<file path="src/rtl/host_stream_pkg.sv">
// Shared types, register map and STATUS/CTRL bit positions for host_stream_sink.
package host_stream_pkg;

  typedef logic [31:0] uint32;
  typedef logic [63:0] uint64;

  localparam int DATALO = 0;
  localparam int DATAHI = 1;
  localparam int CTRL   = 2;
  localparam int STATUS = 3;

  localparam int LOPEND    = 0;
  localparam int ORPHAN    = 1;
  localparam int FULL      = 2;
  localparam int LEVEL_LSB = 16;

  localparam int CTRL_FLUSH = 0;

endpackage

</file>
<file path="src/rtl/sync_fifo.sv">
// Show-ahead synchronous FIFO with synchronous flush; pointers carry an extra
// wrap bit so full and empty are distinguishable.
module sync_fifo #(
  parameter int WIDTH = 64,
  parameter int ABITS = 4
) (
  input  logic             i_clk,
  input  logic             i_rstN,
  input  logic             i_flush,
  input  logic [WIDTH-1:0] i_pushData,
  input  logic             i_pushValid,
  input  logic             i_pop,
  output logic [WIDTH-1:0] o_headData,
  output logic             o_empty,
  output logic             o_full,
  output logic [ABITS:0]   o_level
);

  localparam int DEPTH = 1 << ABITS;

  logic [WIDTH-1:0] r_mem [DEPTH];
  logic [ABITS:0]   r_wrPtr;
  logic [ABITS:0]   r_rdPtr;
  logic             w_empty;
  logic             w_full;
  logic             w_push;
  logic             w_pop;

  assign w_empty = (r_wrPtr == r_rdPtr);
  assign w_full  = (r_wrPtr[ABITS] != r_rdPtr[ABITS]) &&
                   (r_wrPtr[ABITS-1:0] == r_rdPtr[ABITS-1:0]);
  assign w_pop   = i_pop && !w_empty;
  // A pop in the same cycle frees a slot, so a push is allowed even when full.
  assign w_push  = i_pushValid && (!w_full || w_pop);

  always_ff @(posedge i_clk or negedge i_rstN) begin
    if (!i_rstN) begin
      r_wrPtr <= '0;
      r_rdPtr <= '0;
    end else if (i_flush) begin
      r_wrPtr <= '0;
      r_rdPtr <= '0;
    end else begin
      if (w_push) r_wrPtr <= r_wrPtr + (ABITS+1)'(1);
      if (w_pop)  r_rdPtr <= r_rdPtr + (ABITS+1)'(1);
    end
  end

  always_ff @(posedge i_clk) begin
    if (w_push && !i_flush) r_mem[r_wrPtr[ABITS-1:0]] <= i_pushData;
  end

  assign o_headData = w_empty ? '0 : r_mem[r_rdPtr[ABITS-1:0]];
  assign o_empty    = w_empty;
  assign o_full     = w_full;
  assign o_level    = r_wrPtr - r_rdPtr;

endmodule

</file>
<file path="src/rtl/host_stream_sink.sv">
// MMIO-to-stream bridge: LO/HI register write pairs become 64-bit words in a
// show-ahead FIFO presented as a valid/ready stream.
module host_stream_sink
  import host_stream_pkg::*;
#(
  parameter int REG_ABITS  = 2,
  parameter int FIFO_ABITS = 4
) (
  input  logic                 pcieClk_in,
  input  logic                 pcieResetN_in,
  input  logic [REG_ABITS-1:0] cpuChan_in,
  input  logic [31:0]          cpuWrData_in,
  input  logic                 cpuWrValid_in,
  output logic                 cpuWrReady_out,
  output logic [31:0]          cpuRdData_out,
  output logic                 cpuRdValid_out,
  input  logic                 cpuRdReady_in,
  output logic [63:0]          strmData_out,
  output logic                 strmValid_out,
  input  logic                 strmReady_in
);

  uint32             r_loReg;
  logic              r_loPending;
  logic              r_orphanHi;
  uint32             r_wordCount;

  logic              w_isLo;
  logic              w_isHi;
  logic              w_isCtrl;
  logic              w_isStat;
  logic              w_wrFire;
  logic              w_flush;
  logic              w_push;
  logic              w_empty;
  logic              w_full;
  logic [FIFO_ABITS:0] w_level;
  uint64             w_head;
  uint32             w_rdData;
  logic              w_unused;

  assign w_isLo   = (cpuChan_in == REG_ABITS'(DATALO));
  assign w_isHi   = (cpuChan_in == REG_ABITS'(DATAHI));
  assign w_isCtrl = (cpuChan_in == REG_ABITS'(CTRL));
  assign w_isStat = (cpuChan_in == REG_ABITS'(STATUS));

  // Only DATAHI can stall, and only on registered FIFO state.
  assign cpuWrReady_out = w_isHi ? !w_full : 1'b1;
  assign w_wrFire       = cpuWrValid_in && cpuWrReady_out;
  assign w_push         = w_wrFire && w_isHi;
  assign w_flush        = w_wrFire && w_isCtrl && cpuWrData_in[CTRL_FLUSH];

  sync_fifo #(
    .WIDTH (64),
    .ABITS (FIFO_ABITS)
  ) u_fifo (
    .i_clk       (pcieClk_in),
    .i_rstN      (pcieResetN_in),
    .i_flush     (w_flush),
    .i_pushData  ({cpuWrData_in, r_loReg}),
    .i_pushValid (w_push),
    .i_pop       (strmReady_in),
    .o_headData  (w_head),
    .o_empty     (w_empty),
    .o_full      (w_full),
    .o_level     (w_level)
  );

  always_ff @(posedge pcieClk_in or negedge pcieResetN_in) begin
    if (!pcieResetN_in) begin
      r_loReg     <= '0;
      r_loPending <= 1'b0;
      r_orphanHi  <= 1'b0;
      r_wordCount <= '0;
    end else if (w_flush) begin
      r_loReg     <= '0;
      r_loPending <= 1'b0;
      r_orphanHi  <= 1'b0;
      r_wordCount <= '0;
    end else if (w_wrFire) begin
      if (w_isLo) begin
        r_loReg     <= cpuWrData_in;
        r_loPending <= 1'b1;
      end
      // A HI without a fresh LO still pushes the retained loReg but is flagged.
      if (w_isHi) begin
        r_loPending <= 1'b0;
        r_wordCount <= r_wordCount + 32'd1;
        if (!r_loPending) r_orphanHi <= 1'b1;
      end
      if (w_isStat && cpuWrData_in[ORPHAN]) r_orphanHi <= 1'b0;
    end
  end

  always_comb begin
    w_rdData = '0;
    if (w_isLo) begin
      w_rdData = r_loReg;
    end else if (w_isCtrl) begin
      w_rdData = r_wordCount;
    end else if (w_isStat) begin
      w_rdData[LOPEND]             = r_loPending;
      w_rdData[ORPHAN]             = r_orphanHi;
      w_rdData[FULL]               = w_full;
      w_rdData[LEVEL_LSB +: 16]    = 16'(w_level);
    end
  end

  assign cpuRdData_out  = w_rdData;
  assign cpuRdValid_out = 1'b1;
  assign strmData_out   = w_head;
  assign strmValid_out  = !w_empty;

  assign w_unused = cpuRdReady_in;

endmodule

</file>
<file path="config.mk">
export PLATFORM = sky130hd
export DESIGN_NAME = host_stream_sink
export DESIGN_NICKNAME = d
export VERILOG_FILES = /design/src/rtl/host_stream_pkg.sv /design/src/rtl/sync_fifo.sv /design/src/rtl/host_stream_sink.sv
export SDC_FILE = /design/constraint.sdc
export NUM_CORES = 1
export LEC_CHECK = 0
export CAP_MARGIN = 20
export CORE_AREA = 5 5 285 287
export CTS_CLUSTER_DIAMETER = 80
export DETAILED_ROUTE_END_ITERATION = 8
export DIE_AREA = 0 0 290 292
export PLACE_DENSITY = 0.82
export SKIP_LAST_GASP = 1
export SLEW_MARGIN = 10
export SYNTH_ARGS = -nofsm -noshare
export SYNTH_HDL_FRONTEND = slang
export SYNTH_SLANG_ARGS = --single-unit
</file>
<file path="constraint.sdc">
create_clock -name pcieClk_in -period 19.65 [get_ports pcieClk_in]
set_input_delay 3.93 -clock pcieClk_in [delete_from_list [all_inputs] [get_ports pcieClk_in]]
set_output_delay 3.93 -clock pcieClk_in [all_outputs]
set_load 0.02 [all_outputs]
</file>
Word level (Yosys, flattened, before mapping)
Memories as Yosys holds them, arrays and structs flattened.
Index checks and enable logic that the tools add are counted.

storage, ports and cells
  register bits after elaboration = 76
  RAM bits = 1,024
  output and inout port bits = 99
  logic and storage cells = 72
  memories = 1

memories
  memory        depth  bits a word  rd ports  clocked after memory_dff  write ports  line             RTL
  u_fifo.r_mem  16     64           1         0                         1            sync_fifo.sv:21  logic [WIDTH-1:0] r_mem [DEPTH];

cells by class
  $add $sub $neg = 4
  equality and inequality tests = 7
  mux-type cells = 29
  reductions and logical operators = 25

operator list
  operator               count
  $mux 32                7
  $mux 64                1
  $add 32x1->32 const B  1
  $mux 5                 5
  $mux 16                1
  $mux 13                1
  $mux 1                 12
  $add 5x1->5 const B    2
  $reduce_bool 2->1      5
  $logic_and 1x1->1      9
  $mux 3                 2
  $reduce_and 2->1       3
  $reduce_bool 3->1      2
  $eq 5x5->1             1
  $sub 5x5->5            1
  $eq 2x2->1 const B     2
  $eq 4x4->1             1
  $logic_not 1->1        3
  $ne 3x1->1 const B     1
  $reduce_and 3->1       1
  $eq 2x1->1 const B     1
  $logic_not 2->1        1
  $logic_or 1x1->1       1
  $ne 1x1->1             1

Logic depth before layout (Yosys ltp)
  depth after elaboration = 11
  depth in mapped cells = 11

Modules after synthesis
A second synthesis with hierarchy kept.

unflattened totals
  cells, all modules = 2,001
  area total of the unflattened synthesis = 43,020.0 µm²

by module, submodules not included
  module            instances  cells each  area an instance (µm²)  sequential area each (µm²)
  sync_fifo         1          1,666       39,614.2                30,999.7
  host_stream_sink  1          335         3,405.8                 1,651.6

Worst setup path before layout
Ideal clock, no wire load.

  path type = input to register
  start = input port cpuChan_in[0]
  end = memory u_fifo.r_mem[1][0], enable pin
  library setup time = 565 ps
  arrival time = 9,257 ps
  setup slack = 9,828 ps
  cell stages on the path = 7
  cells stage by stage = buf_4 > nand3b_2 > a21oi_4 > buf_2 > buf_2 > nand2_1 > nor3_1

between the ends
  word-level cells in the longest chain between the ends = 9
  elaborated cells between the ends (all ways) = 12

ends and longest elaborated chain
  element                         line                    RTL
  start, declared                 host_stream_sink.sv:11  input logic [REG_ABITS-1:0] cpuChan_in,
  $eq 2x1->1                      host_stream_sink.sv:43  assign w_isHi = (cpuChan_in == REG_ABITS'(DATAHI));
  $mux 1                          host_stream_sink.sv:48  assign cpuWrReady_out = w_isHi ? !w_full : 1'b1;
  $logic_and 1x1->1               host_stream_sink.sv:49  assign w_wrFire = cpuWrValid_in && cpuWrReady_out;
  $logic_and 1x1->1 (2 in a row)  host_stream_sink.sv:51  assign w_flush = w_wrFire && w_isCtrl && cpuWrData_in[CTRL_FLUSH];
  $logic_not 1->1                 sync_fifo.sv:50         if (w_push && !i_flush) r_mem[r_wrPtr[ABITS-1:0]] <= i_pushData;
  $logic_and 1x1->1 *             sync_fifo.sv:50
  $mux 1 *                        sync_fifo.sv:50
  $mux 1 (not written as such) *  sync_fifo.sv:50
  end, declared                   sync_fifo.sv:21

Every way passes the cells marked *; elsewhere a longest branch is shown, timed or not.

Worst setup path in the final report
  start = input port cpuChan_in[1]
  end = output port cpuRdData_out[19]

between the ends
  word-level cells in the longest chain between the ends = 4
  elaborated cells between the ends (all ways) = 6

ends and longest elaborated chain
  element        line                     RTL
  $eq 2x2->1     host_stream_sink.sv:45   assign w_isStat = (cpuChan_in == REG_ABITS'(STATUS));
  $mux 5         host_stream_sink.sv:101  end else if (w_isStat) begin
  $mux 16        host_stream_sink.sv:99   end else if (w_isCtrl) begin
  $mux 32 *      host_stream_sink.sv:97   if (w_isLo) begin
  end, declared  host_stream_sink.sv:15   output logic [31:0] cpuRdData_out,

Marked as above.

==> results summary <==
The post-route clock period utilization came out at ~51%. The core region is 0.07836 mm². The transition time at the pin with the least slew margin is roughly 1.1 ns.

The combined area of all synthesized cells is ~0.043 mm². The cell area reported after detailed placement is about 0.045 mm². The predominant post-synthesis flop cell is sky130_fd_sc_hd__edfxtp_1. The worst setup path is launched from an input pin. The dominant cell by count in the synthesized netlist is sky130_fd_sc_hd__edfxtp_1.

The clock tree skew after final layout came out at 0.02902 ns. The worst setup slack after placement is roughly 9.6 ns. In this run the worst path has a maximum fanout of 32. The hold path startpoint is u_fifo.r_wrPtr[4]. The ratio of routed vias to standard cells came out at roughly 6.7. Relative to the synthesized area, the layout overhead comes to 14.94%. The number of hold-repair buffers added at the cts stage came out at 0. The post-route antenna net violation count came out at 0. The half-perimeter wire length after detailed placement is 54120 µm. The first detailed-routing pass took 6 iterations. The I/O pin count came out at between 100 and 150. The number of buffer cells added on primary ports is ~140.

The initialized floorplan defines slightly above 100 standard-cell rows. The number of clock buffers inserted by TritonCTS came out at 104. Setup repair after global routing left no endpoint under its margin. The pin count of the biggest net entering global routing is around 150. Routability-driven placement finished with a final weighted congestion of roughly 0.84. The post-CTS resize count is 0. The clock transition at the registers of the reported paths is approximately 0.060 ns.

The violation count after the first detailed-routing iteration is slightly below 3000. Counting cells, the worst reg-to-reg path comes to 7. The average routed wire per standard cell is approximately 33 µm. The total clock sinks is 1100.

The critical path is of the input pin to primary output type. The setup violation total in the final timing report is 0. Hold timing on the final database bottoms out at a slack of around 0.57 ns. The first global-routing pass estimated approximately 160000 µm of wire.

The later pin in the worst-skew pair is clocked with a latency of between 0.6 and 0.7 ns. The terminating pin of the worst hold path is u_fifo.r_wrPtr[4]. The number of fillers in the final layout came out at 5018.

The deepest level of the CTS H-tree is 3. At the worst endpoint, the arrival time is just over 6 ns. The flow ran to the end, and the final reports show no timing, DRC or antenna violations. The number of nets in the synthesized netlist came out at ~2000. In this run the vertical extent of the chip is between 200 and 300 µm. The final-layout setup total negative slack is 0 ns. The final-report hold violation count is 0.

The DRC violation count after routing is 0. The share of synthesized flip-flops with an asynchronous set or reset is ~7%. The count of maximum capacitance violations came out at 0. The effective utilization at floorplan is 54.62%. The share of Yosys cell area claimed by the top area cell type came out at 71.84%. The proportion of synthesized chip area in sequential cells is between 70% and 80%. The headroom to the max-slew limit is 24.62%. The depth of the worst hold-timing path came out at 1. The share of cells above drive strength 1 came out at 22.17%. The tree is rooted in a sky130_fd_sc_hd__clkbuf_16. The warning count from the yosys run came out at 0. The number of enable flip-flop cells after synthesis came out at about 1000.

The sum of routed wire length over all layers came out at roughly 110000 µm. The die covers about 0.085 mm². The horizontal extent of the die is 290 µm. The overall track demand over capacity in global routing is approximately 25%. The largest total area in the synthesized netlist belongs to sky130_fd_sc_hd__edfxtp_1. The overall via count from detail_route is ~22000. Ranked by instance count, the synthesized netlist is headed by sky130_fd_sc_hd__edfxtp_1, sky130_fd_sc_hd__mux4_2, sky130_fd_sc_hd__mux2i_1, sky130_fd_sc_hd__dfrtp_1, sky130_fd_sc_hd__o22ai_1. The count of state elements after synthesis is 1100. The net total in the final layout is 2210. The number of global-route vias before repair is 23090. The worst path needs 10.10 ns of the cycle, external delays included. The worst reg2reg path startpoint is u_fifo.r_rdPtr[1]. The worst register-to-register path ends at u_fifo.r_mem[8][44]. The setup slack of the most critical reg-to-reg path came out at approximately 15 ns. In this run the post-CTS setup repair buffer count came out at 0.

The gate count after technology mapping came out at between 1500 and 2000. The summed area of non-filler cells in the final layout came out at a little under 0.05 mm². The overall power consumption is 6.953 mW. The critical path endpoint category is a primary output.

Across the VDD grid, the largest voltage drop is around 0.15 mV. The initial antenna violation count came out at 7. The worst path meets setup with 9.554 ns of slack.

The count of unique library cells instantiated by Yosys came out at 52. The average size of a mapped cell is roughly 22 µm². The data required time at the worst endpoint came out at about 16 ns. The remaining global-route overflow came out at 0. TritonCTS built the clock tree.

By area the synthesized netlist is led by sky130_fd_sc_hd__edfxtp_1, sky130_fd_sc_hd__mux4_2, sky130_fd_sc_hd__dfrtp_1. The number of pins with negative max-slew slack in the final report is 0. The number of buffers on the longest clock path came out at 3. The fmax is between 90 and 100 MHz.

The total power divided by cell area came out at 141.3 mW/mm². The leakage power total came out at around 16 nW. The type of the most critical hold path is flip-flop to flip-flop.
-- per-stage QoR --
step | cells | utilization (%)
after floorplan | 1987 | -
after global placement | 3098 | 57.96
after detailed placement | 3101 | 58.04
after CTS | 3298 | 62.67
after global routing | 3302 | 62.77
final | 3305 | 62.78
-- kinds of logic (layout without fill, tap and decap cells) --
| logic type | count (synthesis) | in the layout | synth area share [%] |
|---|---|---|---|
| flip-flops | 1100 | 1100 | 76.29 |
| multiplexers | 417 | 417 | 17.25 |
| AO/OA/AOI/OAI | 157 | 157 | 2.514 |
| AND/OR/NAND/NOR | 153 | 153 | 1.856 |
| buffers and inverters | 123 | 387 | 1.237 |
| XOR/XNOR | 25 | 25 | 0.5116 |
| adder cells (fa/ha/maj) | 11 | 11 | 0.3391 |
| other | 1 | 5 | 0.008762 |
-- layout by cell type (no fill, tap or decap), types with 4 or more instances in the layout --
master and n:
sky130_fd_sc_hd__inv_6 4, sky130_fd_sc_hd__or4_1 12, sky130_fd_sc_hd__nor2_1 50, sky130_fd_sc_hd__o31ai_1 11, sky130_fd_sc_hd__o22ai_1 64, sky130_fd_sc_hd__a21oi_1 16, sky130_fd_sc_hd__nor3_2 4, sky130_fd_sc_hd__buf_12 5
sky130_fd_sc_hd__clkbuf_8 14, sky130_fd_sc_hd__bufinv_16 10, sky130_fd_sc_hd__nand4_1 8, sky130_fd_sc_hd__clkbuf_16 112, sky130_fd_sc_hd__xnor2_1 10, sky130_fd_sc_hd__o211ai_1 5, sky130_fd_sc_hd__mux4_2 256, sky130_fd_sc_hd__mux2i_1 158
sky130_fd_sc_hd__ha_1 10, sky130_fd_sc_hd__buf_4 35, sky130_fd_sc_hd__clkinv_2 16, sky130_fd_sc_hd__edfxtp_1 1024, sky130_fd_sc_hd__dfrtp_1 74, sky130_fd_sc_hd__and3_1 7, sky130_fd_sc_hd__a22o_1 33, sky130_fd_sc_hd__clkdlybuf4s50_1 132
sky130_fd_sc_hd__clkbuf_1 28, sky130_fd_sc_hd__nand3_1 10, sky130_fd_sc_hd__clkinv_1 7, sky130_fd_sc_hd__nor2_4 12, sky130_fd_sc_hd__diode_2 4, sky130_fd_sc_hd__xor2_1 15, sky130_fd_sc_hd__inv_1 12, sky130_fd_sc_hd__o21ai_0 12
sky130_fd_sc_hd__nand2_1 28
-- worst max-delay path by stage --
stage | from | to
floorplan | cpuChan_in[0] | u_fifo.r_mem[1][0]
global placement | cpuChan_in[1] | cpuRdData_out[20]
detailed placement | cpuChan_in[1] | cpuRdData_out[19]
CTS | cpuChan_in[1] | cpuRdData_out[19]
global route | cpuChan_in[1] | cpuRdData_out[20]
finish | cpuChan_in[1] | cpuRdData_out[19]
-- cell type report --
type                       count  area, µm²  area share [%]
antenna                        4      10.01         0.02035
clock buffer                 154       3100           6.303
clock inverter                43      528.0           1.073
inverter                      13      53.80          0.1094
multi-input combinational    764       9751           19.82
sequential                  1100      32660           66.39
tap                         1050       1314           2.671
timing repair buffer         177       1777           3.612
-- power breakdown --
group / internal [mW] / switching [mW]
combinational: 0.954 / 1.09
clock: 1.23 / 0.875
sequential: 2.65 / 0.145
-- sequential cells by signal (all words and copies together) (netlist names) --
| signal | cells |
|---|---|
| u_fifo.r_wrPtr | 5 |
| r_loPending | 1 |
| r_orphanHi | 1 |
| u_fifo.r_rdPtr | 5 |
| r_wordCount | 32 |
| r_loReg | 32 |
| u_fifo.r_mem | 1024 |
-- worst max-delay path: stages --
cell,delay [ns]
sky130_fd_sc_hd__buf_2,0.69
sky130_fd_sc_hd__inv_1,0.36
sky130_fd_sc_hd__nor2_1,0.23
sky130_fd_sc_hd__a22oi_1,0.08
sky130_fd_sc_hd__o21ai_0,0.19
sky130_fd_sc_hd__clkdlybuf4s50_1,0.67
-- layer usage --
| metal | share of wire [%] | routed length [µm] | global-route usage, % |
|---|---|---|---|
| met1 | 35 | 37710 | 32.29 |
| met2 | 51 | 55080 | 42.93 |
| met3 | 9.2 | 9921 | 5.179 |
| met4 | 4.9 | 5242 | 11.00 |
| met5 | 0 | 0 | 0 |
(Power assumes the default switching activity.)
